==> config.mk <==
export PLATFORM = sky130hd
export DESIGN_NAME = fifo_ctrl_flat
export DESIGN_NICKNAME = d
export VERILOG_FILES = /design/src/rtl/fifo_ctrl_pkg.sv /design/src/rtl/fifo_ctrl_if.sv /design/src/rtl/fifo_ptr.sv /design/src/rtl/fifo_ctrl.sv /design/src/flat_wrapper.sv
export SDC_FILE = /design/constraint.sdc
export NUM_CORES = 1
export LEC_CHECK = 0
export ABC_AREA = 1
export BUFFER_PORTS_ARGS = -buffer_cell sky130_fd_sc_hd__buf_2
export CORE_UTILIZATION = 40
export CTS_BUF_LIST = sky130_fd_sc_hd__clkbuf_4 sky130_fd_sc_hd__clkbuf_8
export CTS_CLUSTER_DIAMETER = 200
export DETAILED_ROUTE_END_ITERATION = 8
export HOLD_SLACK_MARGIN = 0.06
export PLACE_DENSITY = 0.65
export SLEW_MARGIN = 0
export SYNTH_ARGS = -nofsm -noshare
export SYNTH_HDL_FRONTEND = slang
export SYNTH_SLANG_ARGS = --single-unit
==> constraint.sdc <==
create_clock -name clk -period 3.8 [get_ports clk]
set_clock_uncertainty 0.1 [all_clocks]
set_input_delay 0.38 -clock clk [delete_from_list [all_inputs] [get_ports clk]]
set_output_delay 0.38 -clock clk [all_outputs]
set_load 0.005 [all_outputs]
==> src/rtl/fifo_ctrl_pkg.sv <==
// Shared widths, write-port payload type and configuration helpers for the
// ATA/IDE data-path FIFO controller.
//   FIFO_ADDR_WIDTH : dp_ram address width (AW)
//   FIFO_DATA_WIDTH : data word width (DW)
//   FIFO_DEPTH      : number of entries, must equal 2**AW
package fifo_ctrl_pkg;

  localparam int unsigned FIFO_ADDR_WIDTH = 4;
  localparam int unsigned FIFO_DATA_WIDTH = 16;
  localparam int unsigned FIFO_DEPTH      = 16;

  // Pointer width: one extra bit so full and empty are distinguishable.
  localparam int unsigned FIFO_PTR_WIDTH  = FIFO_ADDR_WIDTH + 1;

  // Registered payload presented to dp_ram port 0 (write port).
  typedef struct packed {
    logic [FIFO_ADDR_WIDTH-1:0] addr;
    logic [FIFO_DATA_WIDTH-1:0] data;
    logic                       cs;
    logic                       we;
  } ram_wr_t;

  // True when the entry count matches the address space exactly.
  function automatic bit depth_ok(input int unsigned aw, input int unsigned depth);
    return depth == (32'd1 << aw);
  endfunction

endpackage

==> src/rtl/fifo_ctrl_if.sv <==
// Bus bundle between the FIFO controller, its producer/consumer and dp_ram.
//   master : producer/consumer side plus dp_ram read data (drives requests)
//   slave  : fifo_ctrl (drives flags, pop data and RAM strobes)
// Signals:
//   flush, wr_en, wr_data, rd_en       requests into the controller
//   full, empty, count, ovf, unf       status
//   rd_data, rd_valid                  registered pop data
//   ram_*_0                            dp_ram write port (port 0)
//   ram_*_1                            dp_ram read port (port 1)
interface fifo_ctrl_if;
  import fifo_ctrl_pkg::*;

  logic                       flush;
  logic                       wr_en;
  logic [FIFO_DATA_WIDTH-1:0] wr_data;
  logic                       full;
  logic                       rd_en;
  logic [FIFO_DATA_WIDTH-1:0] rd_data;
  logic                       rd_valid;
  logic                       empty;
  logic [FIFO_ADDR_WIDTH:0]   count;
  logic                       ovf;
  logic                       unf;

  logic [FIFO_ADDR_WIDTH-1:0] ram_addr_0;
  logic [FIFO_DATA_WIDTH-1:0] ram_data_0;
  logic                       ram_cs_0;
  logic                       ram_we_0;
  logic                       ram_oe_0;

  logic [FIFO_ADDR_WIDTH-1:0] ram_addr_1;
  logic [FIFO_DATA_WIDTH-1:0] ram_data_1;
  logic                       ram_cs_1;
  logic                       ram_we_1;
  logic                       ram_oe_1;

  modport master (
    output flush, wr_en, wr_data, rd_en, ram_data_1,
    input  full, rd_data, rd_valid, empty, count, ovf, unf,
    input  ram_addr_0, ram_data_0, ram_cs_0, ram_we_0, ram_oe_0,
    input  ram_addr_1, ram_cs_1, ram_we_1, ram_oe_1
  );

  modport slave (
    input  flush, wr_en, wr_data, rd_en, ram_data_1,
    output full, rd_data, rd_valid, empty, count, ovf, unf,
    output ram_addr_0, ram_data_0, ram_cs_0, ram_we_0, ram_oe_0,
    output ram_addr_1, ram_cs_1, ram_we_1, ram_oe_1
  );

endinterface

==> src/rtl/fifo_ptr.sv <==
// Wrapping FIFO pointer with synchronous clear and increment.
//   clk, rst_n : clock, async active-low reset
//   clr        : synchronous clear (wins over inc)
//   inc        : advance by one, natural modulo 2**W wrap
//   ptr_q      : registered pointer
//   ptr_d_c    : combinational next value (lets the parent register flags
//                in the same cycle the pointer moves)
module fifo_ptr #(
  parameter int unsigned W = 5
) (
  input  logic         clk,
  input  logic         rst_n,
  input  logic         clr,
  input  logic         inc,
  output logic [W-1:0] ptr_q,
  output logic [W-1:0] ptr_d_c
);

  // Next-pointer selection.
  always_comb begin
    ptr_d_c = ptr_q;
    if (clr) begin
      ptr_d_c = '0;
    end else if (inc) begin
      ptr_d_c = ptr_q + W'(1);
    end
  end

  // Pointer register.
  always_ff @(posedge clk or negedge rst_n) begin
    if (!rst_n) begin
      ptr_q <= '0;
    end else begin
      ptr_q <= ptr_d_c;
    end
  end

endmodule

==> src/rtl/fifo_ctrl.sv <==
// Pointer/flag controller for the dp_ram FIFO on the ATA/IDE data path.
// Turns push/pop handshakes into dp_ram port strobes (port 0 writes,
// port 1 reads) and provides full/empty/count, registered pop data and
// sticky overflow/underflow flags.
//   clk   : single clock, rising edge
//   rst_n : asynchronous active-low reset
//   bus   : fifo_ctrl_if.slave (requests, status, dp_ram ports 0 and 1)
module fifo_ctrl
  import fifo_ctrl_pkg::*;
(
  input  logic        clk,
  input  logic        rst_n,
  fifo_ctrl_if.slave  bus
);

  localparam int unsigned AW    = FIFO_ADDR_WIDTH;
  localparam int unsigned DW    = FIFO_DATA_WIDTH;
  localparam int unsigned DEPTH = FIFO_DEPTH;
  localparam int unsigned PW    = FIFO_PTR_WIDTH;

  // Configuration guard: pointer arithmetic assumes DEPTH fills the address space.
  if (!depth_ok(AW, DEPTH)) begin : g_bad_depth
    $error("fifo_ctrl: FIFO_DEPTH must equal 2**FIFO_ADDR_WIDTH");
  end

  logic          push_ok_c;
  logic          pop_ok_c;
  logic          ptr_clr;
  logic          wr_inc;
  logic          cmt_inc;
  logic          rd_inc;

  logic [PW-1:0] wr_ptr_q,  wr_ptr_d;
  logic [PW-1:0] cmt_ptr_q, cmt_ptr_d;
  logic [PW-1:0] rd_ptr_q,  rd_ptr_d;

  ram_wr_t       wr_port_q, wr_port_d;
  logic [DW-1:0] rd_data_q, rd_data_d;
  logic          rd_valid_q, rd_valid_d;
  logic          full_q,  full_d;
  logic          empty_q, empty_d;
  logic [PW-1:0] count_q, count_d;
  logic          ovf_q,   ovf_d;
  logic          unf_q,   unf_d;

  // Allocated (write) pointer: advances on every accepted push.
  fifo_ptr #(.W(PW)) u_wr_ptr (
    .clk     (clk),
    .rst_n   (rst_n),
    .clr     (ptr_clr),
    .inc     (wr_inc),
    .ptr_q   (wr_ptr_q),
    .ptr_d_c (wr_ptr_d)
  );

  // Committed pointer: trails the write pointer by the one-cycle RAM write.
  fifo_ptr #(.W(PW)) u_cmt_ptr (
    .clk     (clk),
    .rst_n   (rst_n),
    .clr     (ptr_clr),
    .inc     (cmt_inc),
    .ptr_q   (cmt_ptr_q),
    .ptr_d_c (cmt_ptr_d)
  );

  // Read pointer: advances on every accepted pop.
  fifo_ptr #(.W(PW)) u_rd_ptr (
    .clk     (clk),
    .rst_n   (rst_n),
    .clr     (ptr_clr),
    .inc     (rd_inc),
    .ptr_q   (rd_ptr_q),
    .ptr_d_c (rd_ptr_d)
  );

  // Handshake decode, next-state for strobes/data/flags.
  always_comb begin
    ptr_clr      = bus.flush;
    push_ok_c    = bus.wr_en && !full_q;
    pop_ok_c     = bus.rd_en && !empty_q;

    wr_inc       = push_ok_c;
    rd_inc       = pop_ok_c;
    // A strobe issued last edge lands in the RAM at this edge, so commit it.
    cmt_inc      = wr_port_q.we;

    wr_port_d    = wr_port_q;
    wr_port_d.cs = 1'b0;
    wr_port_d.we = 1'b0;
    rd_data_d    = rd_data_q;
    rd_valid_d   = 1'b0;
    ovf_d        = ovf_q;
    unf_d        = unf_q;

    if (bus.flush) begin
      ovf_d = 1'b0;
      unf_d = 1'b0;
    end else begin
      if (push_ok_c) begin
        wr_port_d.addr = wr_ptr_q[AW-1:0];
        wr_port_d.data = bus.wr_data;
        wr_port_d.cs   = 1'b1;
        wr_port_d.we   = 1'b1;
      end
      if (pop_ok_c) begin
        rd_data_d  = bus.ram_data_1;
        rd_valid_d = 1'b1;
      end
      if (bus.wr_en && full_q) begin
        ovf_d = 1'b1;
      end
      if (bus.rd_en && empty_q) begin
        unf_d = 1'b1;
      end
    end

    // Flags track the post-edge pointers so they stay aligned with them.
    full_d  = (wr_ptr_d - rd_ptr_d) == PW'(DEPTH);
    empty_d = (cmt_ptr_d == rd_ptr_d);
    count_d = cmt_ptr_d - rd_ptr_d;
  end

  // Output and flag registers.
  always_ff @(posedge clk or negedge rst_n) begin
    if (!rst_n) begin
      wr_port_q  <= '0;
      rd_data_q  <= '0;
      rd_valid_q <= 1'b0;
      full_q     <= 1'b0;
      empty_q    <= 1'b1;
      count_q    <= '0;
      ovf_q      <= 1'b0;
      unf_q      <= 1'b0;
    end else begin
      wr_port_q  <= wr_port_d;
      rd_data_q  <= rd_data_d;
      rd_valid_q <= rd_valid_d;
      full_q     <= full_d;
      empty_q    <= empty_d;
      count_q    <= count_d;
      ovf_q      <= ovf_d;
      unf_q      <= unf_d;
    end
  end

  // Status and pop data.
  assign bus.full     = full_q;
  assign bus.empty    = empty_q;
  assign bus.count    = count_q;
  assign bus.ovf      = ovf_q;
  assign bus.unf      = unf_q;
  assign bus.rd_data  = rd_data_q;
  assign bus.rd_valid = rd_valid_q;

  // dp_ram port 0: write only.
  assign bus.ram_addr_0 = wr_port_q.addr;
  assign bus.ram_data_0 = wr_port_q.data;
  assign bus.ram_cs_0   = wr_port_q.cs;
  assign bus.ram_we_0   = wr_port_q.we;
  assign bus.ram_oe_0   = 1'b0;

  // dp_ram port 1: read only, head word presented whenever data is committed.
  assign bus.ram_addr_1 = rd_ptr_q[AW-1:0];
  assign bus.ram_cs_1   = !empty_q;
  assign bus.ram_oe_1   = !empty_q;
  assign bus.ram_we_1   = 1'b0;

endmodule

==> src/flat_wrapper.sv <==
// flat-port wrapper written by rule: the top's interface ports become plain ports
module fifo_ctrl_flat import fifo_ctrl_pkg::*;
  (clk, rst_n, bus_flush, bus_wr_en, bus_wr_data, bus_rd_en, bus_ram_data_1, bus_full, bus_rd_data, bus_rd_valid, bus_empty, bus_count, bus_ovf, bus_unf, bus_ram_addr_0, bus_ram_data_0, bus_ram_cs_0, bus_ram_we_0, bus_ram_oe_0, bus_ram_addr_1, bus_ram_cs_1, bus_ram_we_1, bus_ram_oe_1);
  fifo_ctrl_if bus_i ();
  input  logic clk;
  input  logic rst_n;
  input wire logic [$bits(bus_i.flush)-1:0] bus_flush;
  input wire logic [$bits(bus_i.wr_en)-1:0] bus_wr_en;
  input wire logic [$bits(bus_i.wr_data)-1:0] bus_wr_data;
  input wire logic [$bits(bus_i.rd_en)-1:0] bus_rd_en;
  input wire logic [$bits(bus_i.ram_data_1)-1:0] bus_ram_data_1;
  output wire logic [$bits(bus_i.full)-1:0] bus_full;
  output wire logic [$bits(bus_i.rd_data)-1:0] bus_rd_data;
  output wire logic [$bits(bus_i.rd_valid)-1:0] bus_rd_valid;
  output wire logic [$bits(bus_i.empty)-1:0] bus_empty;
  output wire logic [$bits(bus_i.count)-1:0] bus_count;
  output wire logic [$bits(bus_i.ovf)-1:0] bus_ovf;
  output wire logic [$bits(bus_i.unf)-1:0] bus_unf;
  output wire logic [$bits(bus_i.ram_addr_0)-1:0] bus_ram_addr_0;
  output wire logic [$bits(bus_i.ram_data_0)-1:0] bus_ram_data_0;
  output wire logic [$bits(bus_i.ram_cs_0)-1:0] bus_ram_cs_0;
  output wire logic [$bits(bus_i.ram_we_0)-1:0] bus_ram_we_0;
  output wire logic [$bits(bus_i.ram_oe_0)-1:0] bus_ram_oe_0;
  output wire logic [$bits(bus_i.ram_addr_1)-1:0] bus_ram_addr_1;
  output wire logic [$bits(bus_i.ram_cs_1)-1:0] bus_ram_cs_1;
  output wire logic [$bits(bus_i.ram_we_1)-1:0] bus_ram_we_1;
  output wire logic [$bits(bus_i.ram_oe_1)-1:0] bus_ram_oe_1;
  assign bus_i.flush = bus_flush;
  assign bus_i.wr_en = bus_wr_en;
  assign bus_i.wr_data = bus_wr_data;
  assign bus_i.rd_en = bus_rd_en;
  assign bus_i.ram_data_1 = bus_ram_data_1;
  assign bus_full = bus_i.full;
  assign bus_rd_data = bus_i.rd_data;
  assign bus_rd_valid = bus_i.rd_valid;
  assign bus_empty = bus_i.empty;
  assign bus_count = bus_i.count;
  assign bus_ovf = bus_i.ovf;
  assign bus_unf = bus_i.unf;
  assign bus_ram_addr_0 = bus_i.ram_addr_0;
  assign bus_ram_data_0 = bus_i.ram_data_0;
  assign bus_ram_cs_0 = bus_i.ram_cs_0;
  assign bus_ram_we_0 = bus_i.ram_we_0;
  assign bus_ram_oe_0 = bus_i.ram_oe_0;
  assign bus_ram_addr_1 = bus_i.ram_addr_1;
  assign bus_ram_cs_1 = bus_i.ram_cs_1;
  assign bus_ram_we_1 = bus_i.ram_we_1;
  assign bus_ram_oe_1 = bus_i.ram_oe_1;
  fifo_ctrl u_core (.clk(clk), .rst_n(rst_n), .bus(bus_i));
endmodule
==> flow_metrics.tcl <==
set metrics [dict create \
    status "finished clean" \
    hpwl_mm 4.58 \
    critPathRequiredTime_ps 3980 \
    multiInputGateArea_sq_mm 0.00113 \
    ys_seq_area_share_pct 53.2 \
    synth_edf_count 0 \
    cts_htree_levels 3 \
    yosys.area.top_type_share_pct 52.3 \
    timing.rr.start "u_core.bus.empty" \
    fp.dieArea_sq_mm 0.00764 \
    nets 479 \
    synth_area_sq_mm 0.00292 \
    grt_pass1_wl_mm 10.1 \
    relSlewSlack_pct 65.6 \
    clk_pin_slew_worst_paths_ps 70 \
    clk_path_buf_depth 2 \
    crit_path_end_kind "register" \
    synthCells 340 \
    antenna_found_initial 0 \
    rsz0062_at_grt "false" \
    async_flop_share_pct 100 \
    finalNonFillerCells 531 \
    r2r_setup_slack_ps 1380 \
    port_buffers 90 \
    min-delay-start "bus_wr_data[3]" \
    track_usage_pct 17.4 \
    ys.flop_type "dfrtp_1" \
    crit_slowest_cell "dfstp_2" \
    layout-drive-gt1-share_pct 30.1 \
    initial_core_util_pct 42.2 \
    synth_area_leader_cell "dfrtp_1" \
    wl_per_cell_um 11.6 \
    clk_latency_ps 340 \
    cts_sinks 62 \
    crit_start "u_core.bus.empty" \
    post-place-cells 514 \
    synthTopCellsByArea "dfrtp_1, nand2_1, ha_1" \
    r2r-end "u_core.bus.full" \
    min_period_over_period_pct 63.7 \
    crit_fanout 5 \
    antenna_left 0 \
    finalSetupTns_ps 0 \
    holdCritPathClass "input pin to register" \
    period_minus_slack_ps 2420 \
    leakagePower_nw 2.03 \
    grt_max_degree 40 \
    critical_path_class "register to register" \
    maxSlewViolCount 0 \
    synth.distinct_cells 29 \
    coreArea_sq_mm 0.00691 \
    hold_path_depth 3 \
    postCtsSetupRepairBufs 0 \
    total_power_w 0.00238 \
    via_per_inst 4.56 \
    num_antenna_cells 0 \
    pwr_density_cell_mw_per_mm2 647 \
    critPathLaunchType "register" \
    fmax_mhz 413 \
    setup_viol 0 \
    worstPathCellList "inv_2 -> nand2_2 -> nor2_1 -> nor3_1 -> inv_1 -> ha_1 -> a21oi_1 -> o21ai_0 -> xor2_1 -> nand3_1 -> nor2_2" \
    first_global_vias 2290 \
    drcViolationCount 0 \
    worst_pin_slew_ps 515 \
    synth_warnings 0 \
    post-synth-top-count-cell "nand2_1" \
    hold_violations 0 \
    fillers 685 \
    peakVddDrop_mv 0.316 \
    die_w_um 87.4 \
    cts_tree "yes" \
    netlist_top_cells_count "nand2_1, dfrtp_1, inv_1" \
    grt_overflow 0 \
    cp.buffers_inverters 2 \
    die_height_um 87.4 \
    drtIter0Drc 52 \
    first_pass_iters 4 \
    yosys_register_bits 62 \
    cp.depth 11 \
    num_vias 2422 \
    cp.arrival_ps 2600 \
    r2r_cells 11 \
    path_delay_family "simple AND/OR/NAND/NOR gates" \
    io_pins 93 \
    cts-buffers-inserted 9 \
    wl_mm 6.18 \
    syn_area_per_cell_sq_um 8.58 \
    gp_congestion 0.815 \
    slowest_delay_ps 550 \
    hold_end "u_core.bus.ram_data_0[3]" \
    maxCapViolCount 0 \
    cts_root_buffer "clkbuf_8" \
    seq_area_sq_mm 0.00155 \
    layout-area-overhead-vs-synth_pct 26.1 \
    std_cell_rows 30 \
]
## layer usage
metal / share of wire (%) / up-vias / wire (um) / global-route usage (%)
li1: - / 1228 / - / -
met1: 47 / 1104 / 2910 / 21.7
met2: 45 / 79 / 2760 / 28.8
met3: 6.1 / 11 / 376 / 3.60
met4: 2.1 / 0 / 127 / 8.20
met5: 0 / - / 0 / 0
## how the worst max path moves through the flow
stage / endpoint / slack [ps]
after global placement: u_core.bus.full / 1520
after global routing: u_core.bus.full / 1190
after floorplan: u_core.bus.full / 1610
after detailed placement: u_core.bus.full / 1400
after CTS: u_core.bus.full / 1380
final: u_core.bus.full / 1380
## cell usage in the layout, fill, tap and decap left out, types with 2 or more instances in the layout
master,count
conb_1,2
xor2_1,5
nand3_1,11
nor2_2,3
nand3_2,3
buf_2,90
bufinv_16,4
clkbuf_8,9
dfrtp_1,61
nor2_1,17
ha_1,11
o21ai_1,3
nor2_4,4
nand4_1,4
inv_1,26
nor3_1,8
inv_2,9
a21oi_1,9
nand2_1,137
o21ai_0,5
## flip-flops by register name (all words and copies together), names as in the netlist, 4 cells and up
register	cells
u_core.bus.rd_data	16
u_core.bus.count	5
u_core.u_cmt_ptr.ptr_q	5
u_core.bus.ram_addr_0	4
u_core.u_wr_ptr.ptr_q	5
u_core.bus.ram_data_0	16
u_core.u_rd_ptr.ptr_q	5
## per-stage QoR
step                setup WS (ps)  cell area, sq um  util [%]  hold WS, ps
floorplan                    1610              2920         -        -15.6
global placement             1520              3400      49.2          281
detailed placement           1400              3400      49.2          280
CTS                          1380              3680      53.3          130
global route                 1190              3680      53.3          137
finish                       1380              3680      53.3          136
## final cells by class
class | count | area share [%]
tap | 96 | 3.26
clock buffer | 9 | 3.37
timing repair buffer | 92 | 12.7
inverter | 36 | 3.67
multi-input combinational | 229 | 30.8
sequential | 62 | 42.2
clock inverter | 7 | 3.94
## timing repair
item	CTS	global route
endpoints found under the hold margin	23	0
resized for setup	0	0
hold buffers	1	0
## worst register-to-register path, stage by stage (launching register included)
cell and delay [ps]:
dfstp_2 550, inv_2 60, nand2_2 140, nor2_1 70, nor3_1 230, inv_1 140, ha_1 310, a21oi_1 270
o21ai_0 150, xor2_1 140, nand3_1 100, nor2_2 100
## cell families after synthesis
logic type	synth area share, %
AOI/OAI and AO/OA	3.82
xor gates and xnor gates	1.50
adders and majority gates	5.40
buffers and inverters	8.02
DFF	53.2
other	0.129
and+or+nand+nor	27.9
## report_power, final
group          switching (W)  internal [W]
sequential          0.000102      0.000858
combinational       0.000356      0.000285
clock               0.000273      0.000505
Note: power is estimated with default switching activity, not from simulation.
